## src/rtl/rec_pkg.sv

```systemverilog
// Shared types for the 11-byte record stream {int a; byte b; shortint c; int d}.
// Bytes travel big-endian: byte 0 is a[31:24], byte 10 is d[7:0].
package rec_pkg;

    localparam int REC_BYTES = 11;
    localparam int IDX_W     = $clog2(REC_BYTES);

    typedef struct packed {
        logic [31:0] a;
        logic [7:0]  b;
        logic [15:0] c;
        logic [31:0] d;
    } rec_s;

    typedef enum logic {
        SYNC,
        COLLECT
    } state_e;

endpackage

```

## src/rtl/sat_counter.sv

```systemverilog
// Counter that saturates at all-ones instead of wrapping; async active-low reset.
module sat_counter #(
    parameter int W = 16
) (
    input  logic         clk,
    input  logic         rst_l,
    input  logic         inc,
    output logic [W-1:0] cnt
);

    logic [W-1:0] r_cnt;

    // NOTE: sequential state uses non-blocking assignments so every flop samples pre-edge values.
    always_ff @(posedge clk or negedge rst_l) begin
        if (!rst_l) begin
            r_cnt <= '0;
        end else if (inc && (r_cnt != '1)) begin
            r_cnt <= r_cnt + W'(1);
        end
    end

    assign cnt = r_cnt;

endmodule

```

## src/rtl/rec_stream_unpacker.sv

```systemverilog
// Reassembles 11 big-endian bytes (byte 0 flagged by in_sop) into one rec_s and
// hands it out on a valid/ready port, counting delivered records and framing errors.
module rec_stream_unpacker
    import rec_pkg::*;
#(
    parameter int CNT_W = 16
) (
    input  logic             clk,
    input  logic             rst_l,
    input  logic             in_valid,
    output logic             in_ready,
    input  logic [7:0]       in_data,
    input  logic             in_sop,
    output logic             out_valid,
    input  logic             out_ready,
    output rec_s             out_rec,
    output logic [CNT_W-1:0] rec_cnt,
    output logic [CNT_W-1:0] err_cnt
);

    localparam logic [IDX_W-1:0] LAST_IDX = IDX_W'(REC_BYTES - 1);

    state_e           r_state;
    state_e           w_state_nxt;
    logic [IDX_W-1:0] r_byte_idx;
    logic [IDX_W-1:0] w_idx_nxt;
    logic [7:0]       r_bytes [REC_BYTES-1];
    logic             r_out_valid;
    rec_s             r_out_rec;

    logic             w_accept;
    logic             w_deliver;
    logic             w_store;
    logic [IDX_W-1:0] w_store_idx;
    logic             w_load;
    logic             w_err;
    rec_s             w_rec_asm;

    // Only a completed record that cannot be handed over may stall the byte link.
    assign in_ready  = !((r_byte_idx == LAST_IDX) && r_out_valid && !out_ready);
    assign w_accept  = in_valid && in_ready;
    assign w_deliver = r_out_valid && out_ready;

    // NOTE: every always_comb output gets a default first so no path infers a latch.
    always_comb begin
        w_state_nxt = r_state;
        w_idx_nxt   = r_byte_idx;
        w_store     = 1'b0;
        w_store_idx = r_byte_idx;
        w_load      = 1'b0;
        w_err       = 1'b0;
        case (r_state)
            SYNC: begin
                if (w_accept) begin
                    if (in_sop) begin
                        w_store     = 1'b1;
                        w_store_idx = '0;
                        w_idx_nxt   = IDX_W'(1);
                        w_state_nxt = COLLECT;
                    end else begin
                        w_err = 1'b1;
                    end
                end
            end
            COLLECT: begin
                if (w_accept) begin
                    if (in_sop) begin
                        w_err       = 1'b1;
                        w_store     = 1'b1;
                        w_store_idx = '0;
                        w_idx_nxt   = IDX_W'(1);
                    end else if (r_byte_idx == LAST_IDX) begin
                        w_load      = 1'b1;
                        w_idx_nxt   = '0;
                        w_state_nxt = SYNC;
                    end else begin
                        w_store   = 1'b1;
                        w_idx_nxt = r_byte_idx + IDX_W'(1);
                    end
                end
            end
            default: begin
                w_state_nxt = SYNC;
                w_idx_nxt   = '0;
            end
        endcase
    end

    // Byte 10 is taken straight from the link so the record loads on its handshake.
    assign w_rec_asm = {r_bytes[0], r_bytes[1], r_bytes[2], r_bytes[3], r_bytes[4],
                        r_bytes[5], r_bytes[6], r_bytes[7], r_bytes[8], r_bytes[9],
                        in_data};

    always_ff @(posedge clk or negedge rst_l) begin
        if (!rst_l) begin
            r_state     <= SYNC;
            r_byte_idx  <= '0;
            r_out_valid <= 1'b0;
            r_out_rec   <= '0;
        end else begin
            r_state    <= w_state_nxt;
            r_byte_idx <= w_idx_nxt;
            if (w_load) begin
                r_out_valid <= 1'b1;
                r_out_rec   <= w_rec_asm;
            end else if (w_deliver) begin
                r_out_valid <= 1'b0;
            end
        end
    end

    // NOTE: the byte store has no reset; each slot is rewritten before the record that reads it loads.
    always_ff @(posedge clk) begin
        if (w_store) begin
            r_bytes[w_store_idx] <= in_data;
        end
    end

    assign out_valid = r_out_valid;
    assign out_rec   = r_out_rec;

    sat_counter #(.W(CNT_W)) u_rec_cnt (
        .clk   (clk),
        .rst_l (rst_l),
        .inc   (w_deliver),
        .cnt   (rec_cnt)
    );

    sat_counter #(.W(CNT_W)) u_err_cnt (
        .clk   (clk),
        .rst_l (rst_l),
        .inc   (w_err),
        .cnt   (err_cnt)
    );

endmodule

```

## config.mk

```make
export PLATFORM = sky130hd
export DESIGN_NAME = rec_stream_unpacker
export DESIGN_NICKNAME = d
export VERILOG_FILES = /design/src/rtl/rec_pkg.sv /design/src/rtl/sat_counter.sv /design/src/rtl/rec_stream_unpacker.sv
export SDC_FILE = /design/constraint.sdc
export NUM_CORES = 1
export LEC_CHECK = 0
export ABC_CLOCK_PERIOD_IN_PS = 2800
export CORE_ASPECT_RATIO = 0.6
export CORE_MARGIN = 2
export CORE_UTILIZATION = 54
export CTS_BUF_LIST = sky130_fd_sc_hd__clkbuf_2 sky130_fd_sc_hd__clkbuf_4 sky130_fd_sc_hd__clkbuf_8
export DETAILED_ROUTE_END_ITERATION = 6
export PLACE_DENSITY = 0.82
export SLEW_MARGIN = 20
export SYNTH_ARGS = -nofsm -noshare
export SYNTH_HDL_FRONTEND = slang
export SYNTH_SLANG_ARGS = --single-unit
```

## constraint.sdc

```tcl
create_clock -name clk -period 2.8 [get_ports clk]
set_input_delay 0.84 -clock clk [delete_from_list [all_inputs] [get_ports clk]]
set_output_delay 0.84 -clock clk [all_outputs]
set_load 0.01 [all_outputs]
```

# After elaboration in Yosys (flattened, before gate mapping)
# Memory sizes are Yosys's and may differ from the RTL's. A register that Yosys moved wholly into a read port is not among the register bits.
# Index checks and enable logic that the tools add are counted.
word_totals:
  mem_bits_rw: 80
  elab_cells: 64
  regBits: 70
  mem_bits_ro: 0
  output_inout_bits: 122
  n_memories: 1
  inputBits: 13
  latchBits: 0
classes:
  muxes: 27
  reduce_logical: 20
  n_mul: 0
  bitwise_logic: 1
  n_lt_le_gt_ge: 0
  eq_ne: 6
  shift: 0
  add_sub_neg: 3
  div: 0
mem_list:
  columns: ["memory", "words", "word_bits", "read_ports", "rd_clocked_by_memory_dff", "write_ports", "line_no", "rtl"]
  rows:
  - ["r_bytes", 10, 8, 10, 10, 1, "rec_stream_unpacker.sv:27", "logic [7:0] r_bytes [REC_BYTES-1];"]
op_table:
  columns: ["op", "count"]
  rows:
  - ["16-bit by 1-bit adder with 16-bit output (second input constant)", 2]
  - ["16-bit inequality test (second input constant)", 2]
  - ["4-bit 2-to-1 mux", 7]
  - ["1-bit 2-to-1 mux", 16]
  - ["1-bit logical NOT", 12]
  - ["4-bit one-hot mux with 2 select lines", 1]
  - ["1-bit logical AND", 6]
  - ["1-bit one-hot mux with 2 select lines", 3]
  - ["4-bit by 1-bit adder with 4-bit output (second input constant)", 1]
  - ["4-bit == test (second input constant)", 1]
  - ["2-bit inequality test (second input constant)", 2]
  - ["3-bit AND reduction", 1]
  - ["2-bit by 1-bit inequality test with 1-bit output (second input constant)", 1]
  - ["2-bit nonzero test", 1]
  - ["1-bit NOT", 1]

# Logic depth before layout (Yosys ltp)
depth:
  word_depth: 9
  ltp_mapped: 9
  mapped_depth_nobuf: 7

# By module
# From an unflattened synthesis, not the netlist that was laid out.
unflattened:
  cells_unflattened: 475
  hier_area_um2: 7931.4
by_module_without_submodules:
  columns: ["mod", "seq_area_each_um2", "area_per_inst_um2", "n_inst", "cells_per_inst"]
  rows:
  - ["rec_stream_unpacker", 4754.6, 6212.2, 1, 331]
  - ["sat_counter", 400.4, 859.6, 2, 72]

# Least setup slack after synthesis
# No wires, ideal clock.
synth_path:
  path_kind: "input-to-reg"
  start: "input out_ready"
  end: "memory r_bytes[1][0], enable pin"
  slack_ns: 0.365
  path_buffers: 0
  stages: 3
  t_arrival_ns: 2.041
  cell_sequence: "nand2b_1 > o21ai_4 > nor4_1"
synth_between:
  elab_chain_len: 8
synth_rtl:
  columns: ["element", "line_no", "rtl"]
  rows:
  - ["from (decl)", "rec_stream_unpacker.sv:15", "input logic out_ready,"]
  - ["1-bit logical NOT *", "rec_stream_unpacker.sv:40", "assign in_ready = !((r_byte_idx == LAST_IDX) && r_out_valid && !out_ready);"]
  - ["1-bit logical AND *", "rec_stream_unpacker.sv:40", null]
  - ["1-bit logical NOT *", "rec_stream_unpacker.sv:40", null]
  - ["1-bit logical AND *", "rec_stream_unpacker.sv:41", "assign w_accept = in_valid && in_ready;"]
  - ["1-bit 2-to-1 mux, on equally long branches", "rec_stream_unpacker.sv:66, rec_stream_unpacker.sv:54", null]
  - ["1-bit one-hot mux with 2 select lines", "rec_stream_unpacker.sv:52", "case (r_state)"]
  - ["1-bit 2-to-1 mux", "rec_stream_unpacker.sv:114", "if (w_store) begin"]
  - ["1-bit 2-to-1 mux (implied by the code)", "rec_stream_unpacker.sv:115", "r_bytes[w_store_idx] <= in_data;"]
  - ["to (decl)", "rec_stream_unpacker.sv:27", null]
# Every way passes the cells marked *; elsewhere a longest branch is shown, timed or not.

# Worst setup path after layout
layout_path:
  start: "register r_byte_idx[0]"
  end: "output in_ready"
layout_between:
  elab_chain_len: 4
layout_rtl:
  columns: ["element", "line_no", "rtl"]
  rows:
  - ["from (decl)", "rec_stream_unpacker.sv:25", "logic [IDX_W-1:0] r_byte_idx;"]
  - ["from (signal assigned)", "rec_stream_unpacker.sv:102", "r_byte_idx <= w_idx_nxt;"]
  - ["4-bit == test", "rec_stream_unpacker.sv:40", null]
  - ["1-bit logical AND (2 in series)", "rec_stream_unpacker.sv:40", null]
  - ["1-bit logical NOT", "rec_stream_unpacker.sv:40", null]
  - ["to (decl)", "rec_stream_unpacker.sv:11", "output logic in_ready,"]
# No other way between the ends.

==> impl_results.md <==
- Outcome: completed
- Initial Util: 0.558
- Ys Warns: 0
- Slew headroom: 0.523
- Critical path startpoint category: flip-flop
- Post-synthesis adder-cell area fraction: 0.00650
- Crit Path Max Fanout: 4
- Worst min path class: in2async
- Filler cells: 909
- Compound-cell area share of the yosys netlist: 0.0187
- Drt wl/cell: 19.3 um
- Post-synthesis mux area share: 0.139
- N_diodes: 0
- Final hold violations: 0
- GPL Wtd Cong: 0.857
- Arrival time of the worst setup path: 1.83 ns
- DIE HEIGHT: 96.5 um
- Vias after detailed routing: 4535
- Max rail drop VDD: 0.397 mV
- Top Ports: 135
- WS Path Type: reg2out
- Yosys cell types: 45
- Antenna viol nets, final: 0
- Core Box Area: 13800 um2
- Final Skew: 0.0107 ns
- Layout Nets: 661
- Site Rows: 33
- Post-DP HPWL: 11.0 mm
- CP endpoint: in_ready
- Via density per instance: 5.27
- Dpl cell area: 9430 um2
- CTS sink cnt: 206
- Syn Std Cell Area: 7700 um2
- Reg-to-reg startpoint: r_byte_idx[0]$_DFFE_PN0P_
- Maxcap violations: 0
- DRC errors left: 0
- Final Critical Period: 2.67 ns
- Longest Clk Path Bufs: 3
- H-tree depth: 1
- RSZ-0062 raised after global routing: no
- Pint: 0.00508 W
- Clock Latency Late Sink: 0.54 ns
- Layout cells sized above 1: 0.275
- CTS Buf Count: 30
- Final Util: 0.729
- Least-Margin Pin Slew: 0.713 ns
- Reg2Reg Depth: 8
- Sw power: 0.00165 W
- CTS Root Cell: clkbuf_8
- Sw frac: 0.245
- Worst-path clk slew: 0.07 ns
- Avg Cell Area, Syn: 16.6 um2
- Synth area leaders: dfrtp_1 (41%), edfxtp_1 (31%), mux2_2 (12%)
- Area share of the largest cell type after synthesis: 0.410
- Pwr/cell area: 669 nW/um2
- Post-Syn Nets: 481
- Pins over their slew limit: 0
- CTS tree: built
- Fmax: 0.375 GHz
- Period utilisation layout: 0.953
- Vias in the first global route: 4783
- # setup viols final: 0
- GR Overflow Total: 0
- Post-Route WL: 16.6 mm
- Sequential power share: 0.520
- First-pass DRT Iterations: 6
- Pin count of the biggest net entering global routing: 71
- CP Launch Point: r_byte_idx[0]$_DFFE_PN0P_
- Leakage power: 4.36 nW
- Simple-gate share of the synthesized area: 0.0673
- First-pass GRT wire length: 26.3 mm
- Synth area leader: dfrtp_1
- Synthesized netlist cell count: 464
- Flops & latches, synth: 206
- Input/output buffers: 134
- P&R area growth vs syn: 30.6%
- Post-Synth XOR/XNOR Area: 0.0341
- Final instance area: 10100 um2
- Largest family of logic cells by synthesized area: multiplexers
- Data required time of the worst path: 1.96 ns
- R2r setup slk: 0.80 ns
- Clock Power Share: 0.357
- Die Area: 15300 um2
- Post-synthesis sequential area ratio: 0.722
- Initial antenna violation count: 0
- Die width: 158 um
- Critical path capture point type: output port
- Combinational Power Share: 0.124
- Post-route setup TNS: 0 ns
- Reg-to-reg endpoint: out_rec[75]$_DFFE_PN0P_
- GRT Total Usage: 0.228
- DRT iter0 DRCs: 285
## per-layer routing
layer	up-vias	GRT usage	part of all wire
met2	145	0.349	0.45
met3	19	0.0486	0.056
met1	2327	0.344	0.48
met5	-	0	0
li1	2044	-	-
met4	0	0.0465	0.012
## cell type report
class,count,area [um2],share of cell area
Sequential cell,206,5560,0.553
Multi-Input combinational cell,241,2060,0.204
Timing Repair Buffer,160,1570,0.157
Clock buffer,45,551,0.0547
Tap cell,192,240,0.0239
Clock inverter,11,60.1,0.00597
Inverter,5,18.8,0.00187
## sequential cells by signal, summed over array words and instances, names as in the netlist
register       flops
r_bytes           80
out_valid          1
r_byte_idx         4
u_rec_cnt.cnt     16
out_rec           88
r_state            1
u_err_cnt.cnt     16
## power groups by stage
| stage | clock network [W] | logic [W] | registers, W |
|---|---|---|---|
| 2_1_floorplan | 0 | 0.000254 | 0.00360 |
| 3_3_place_gp | 0 | 0.000797 | 0.00354 |
| 3_5_place_dp | 0 | 0.000822 | 0.00356 |
| 4_1_cts | 0.00245 | 0.000843 | 0.00349 |
| 5_1_grt | 0.00258 | 0.000899 | 0.00352 |
| 6_report | 0.00240 | 0.000833 | 0.00349 |
## worst min-delay path by stage
stage	slack (ns)	end	cells past startpoint	from
6_report	0.29	u_rec_cnt.cnt[7]$_DFFE_PN0P_	1	rst_l
2_1_floorplan	0.46	out_rec[15]$_DFFE_PN0P_	1	r_bytes[9][7]$_DFFE_PP_
3_3_place_gp	0.46	out_rec[53]$_DFFE_PN0P_	1	r_bytes[4][5]$_DFFE_PP_
4_1_cts	0.32	u_err_cnt.cnt[14]$_DFFE_PN0P_	1	rst_l
5_1_grt	0.33	u_rec_cnt.cnt[7]$_DFFE_PN0P_	1	rst_l
3_5_place_dp	0.46	out_rec[70]$_DFFE_PN0P_	1	r_bytes[2][6]$_DFFE_PP_
## cells in the final DEF, fill, tap and decap left out, types with 11 or more instances in the layout
cell             count
nand2_1             26
nor2_1              17
buf_4               23
dfrtp_1            124
clkdlybuf4s50_1    132
clkbuf_8            34
edfxtp_1            80
mux2_2              82
clkbuf_4            11
xnor2_1             20
## critical path: stages, from the launching register on
cell and delay [ns]:
dfrtp_2 0.40, inv_1 0.09, ha_1 0.22, and3b_1 0.23, nand2_1 0.07, dlygate4sd2_1 0.28
## Yosys cell counts (all sizes together)
library cell,instances
nand4,8
o21ai,7
and4bb,1
nor3b,1
inv,5
a21oi,6
a22o,1
buf,11
o211ai,1
o31ai,1
mux2i,1
nand4b,5
nand2b,3
and3b,1
nand3,11
mux2,91
a31oi,2
nor3,4
a22oi,1
a2111oi,1
and4,1
edfxtp,80
a211o,1
nor4b,1
xnor2,20
nand2,26
dfrtp,126
ha,4
nor2,18
nand3b,2
and3,4
and2,2
clkbuf,1
nor2b,2
xor2,10
nor4,4
## through the flow
stage	setup WS, ns	total power [W]	instances	hold WS [ns]
finish	0.131	0.00672	860	0.293
global route	0.0346	0.00700	860	0.329
CTS	0.111	0.00678	860	0.317
detailed placement	-0.0633	0.00438	802	0.463
global placement	-0.00247	0.00434	802	0.458
floorplan	0.365	0.00385	464	0.455
## timing repair
| item | CTS | global route |
|---|---|---|
| hold buffers | 0 | 0 |
| setup endpoints to repair | 1 | 0 |
| buffers inserted | 2 | 0 |
| gates resized for setup | 3 | 0 |
## logic make-up (layout without fill, tap and decap cells)
family,after synthesis,count (layout)
AND/OR/NAND/NOR,94,94
XOR/XNOR,30,30
flip-flops,206,206
adder cells (fa/ha/maj),4,4
AO/OA/AOI/OAI,21,21
multiplexers,92,92
buffers and inverters,17,221
Note: power is estimated with default switching activity, not from simulation.
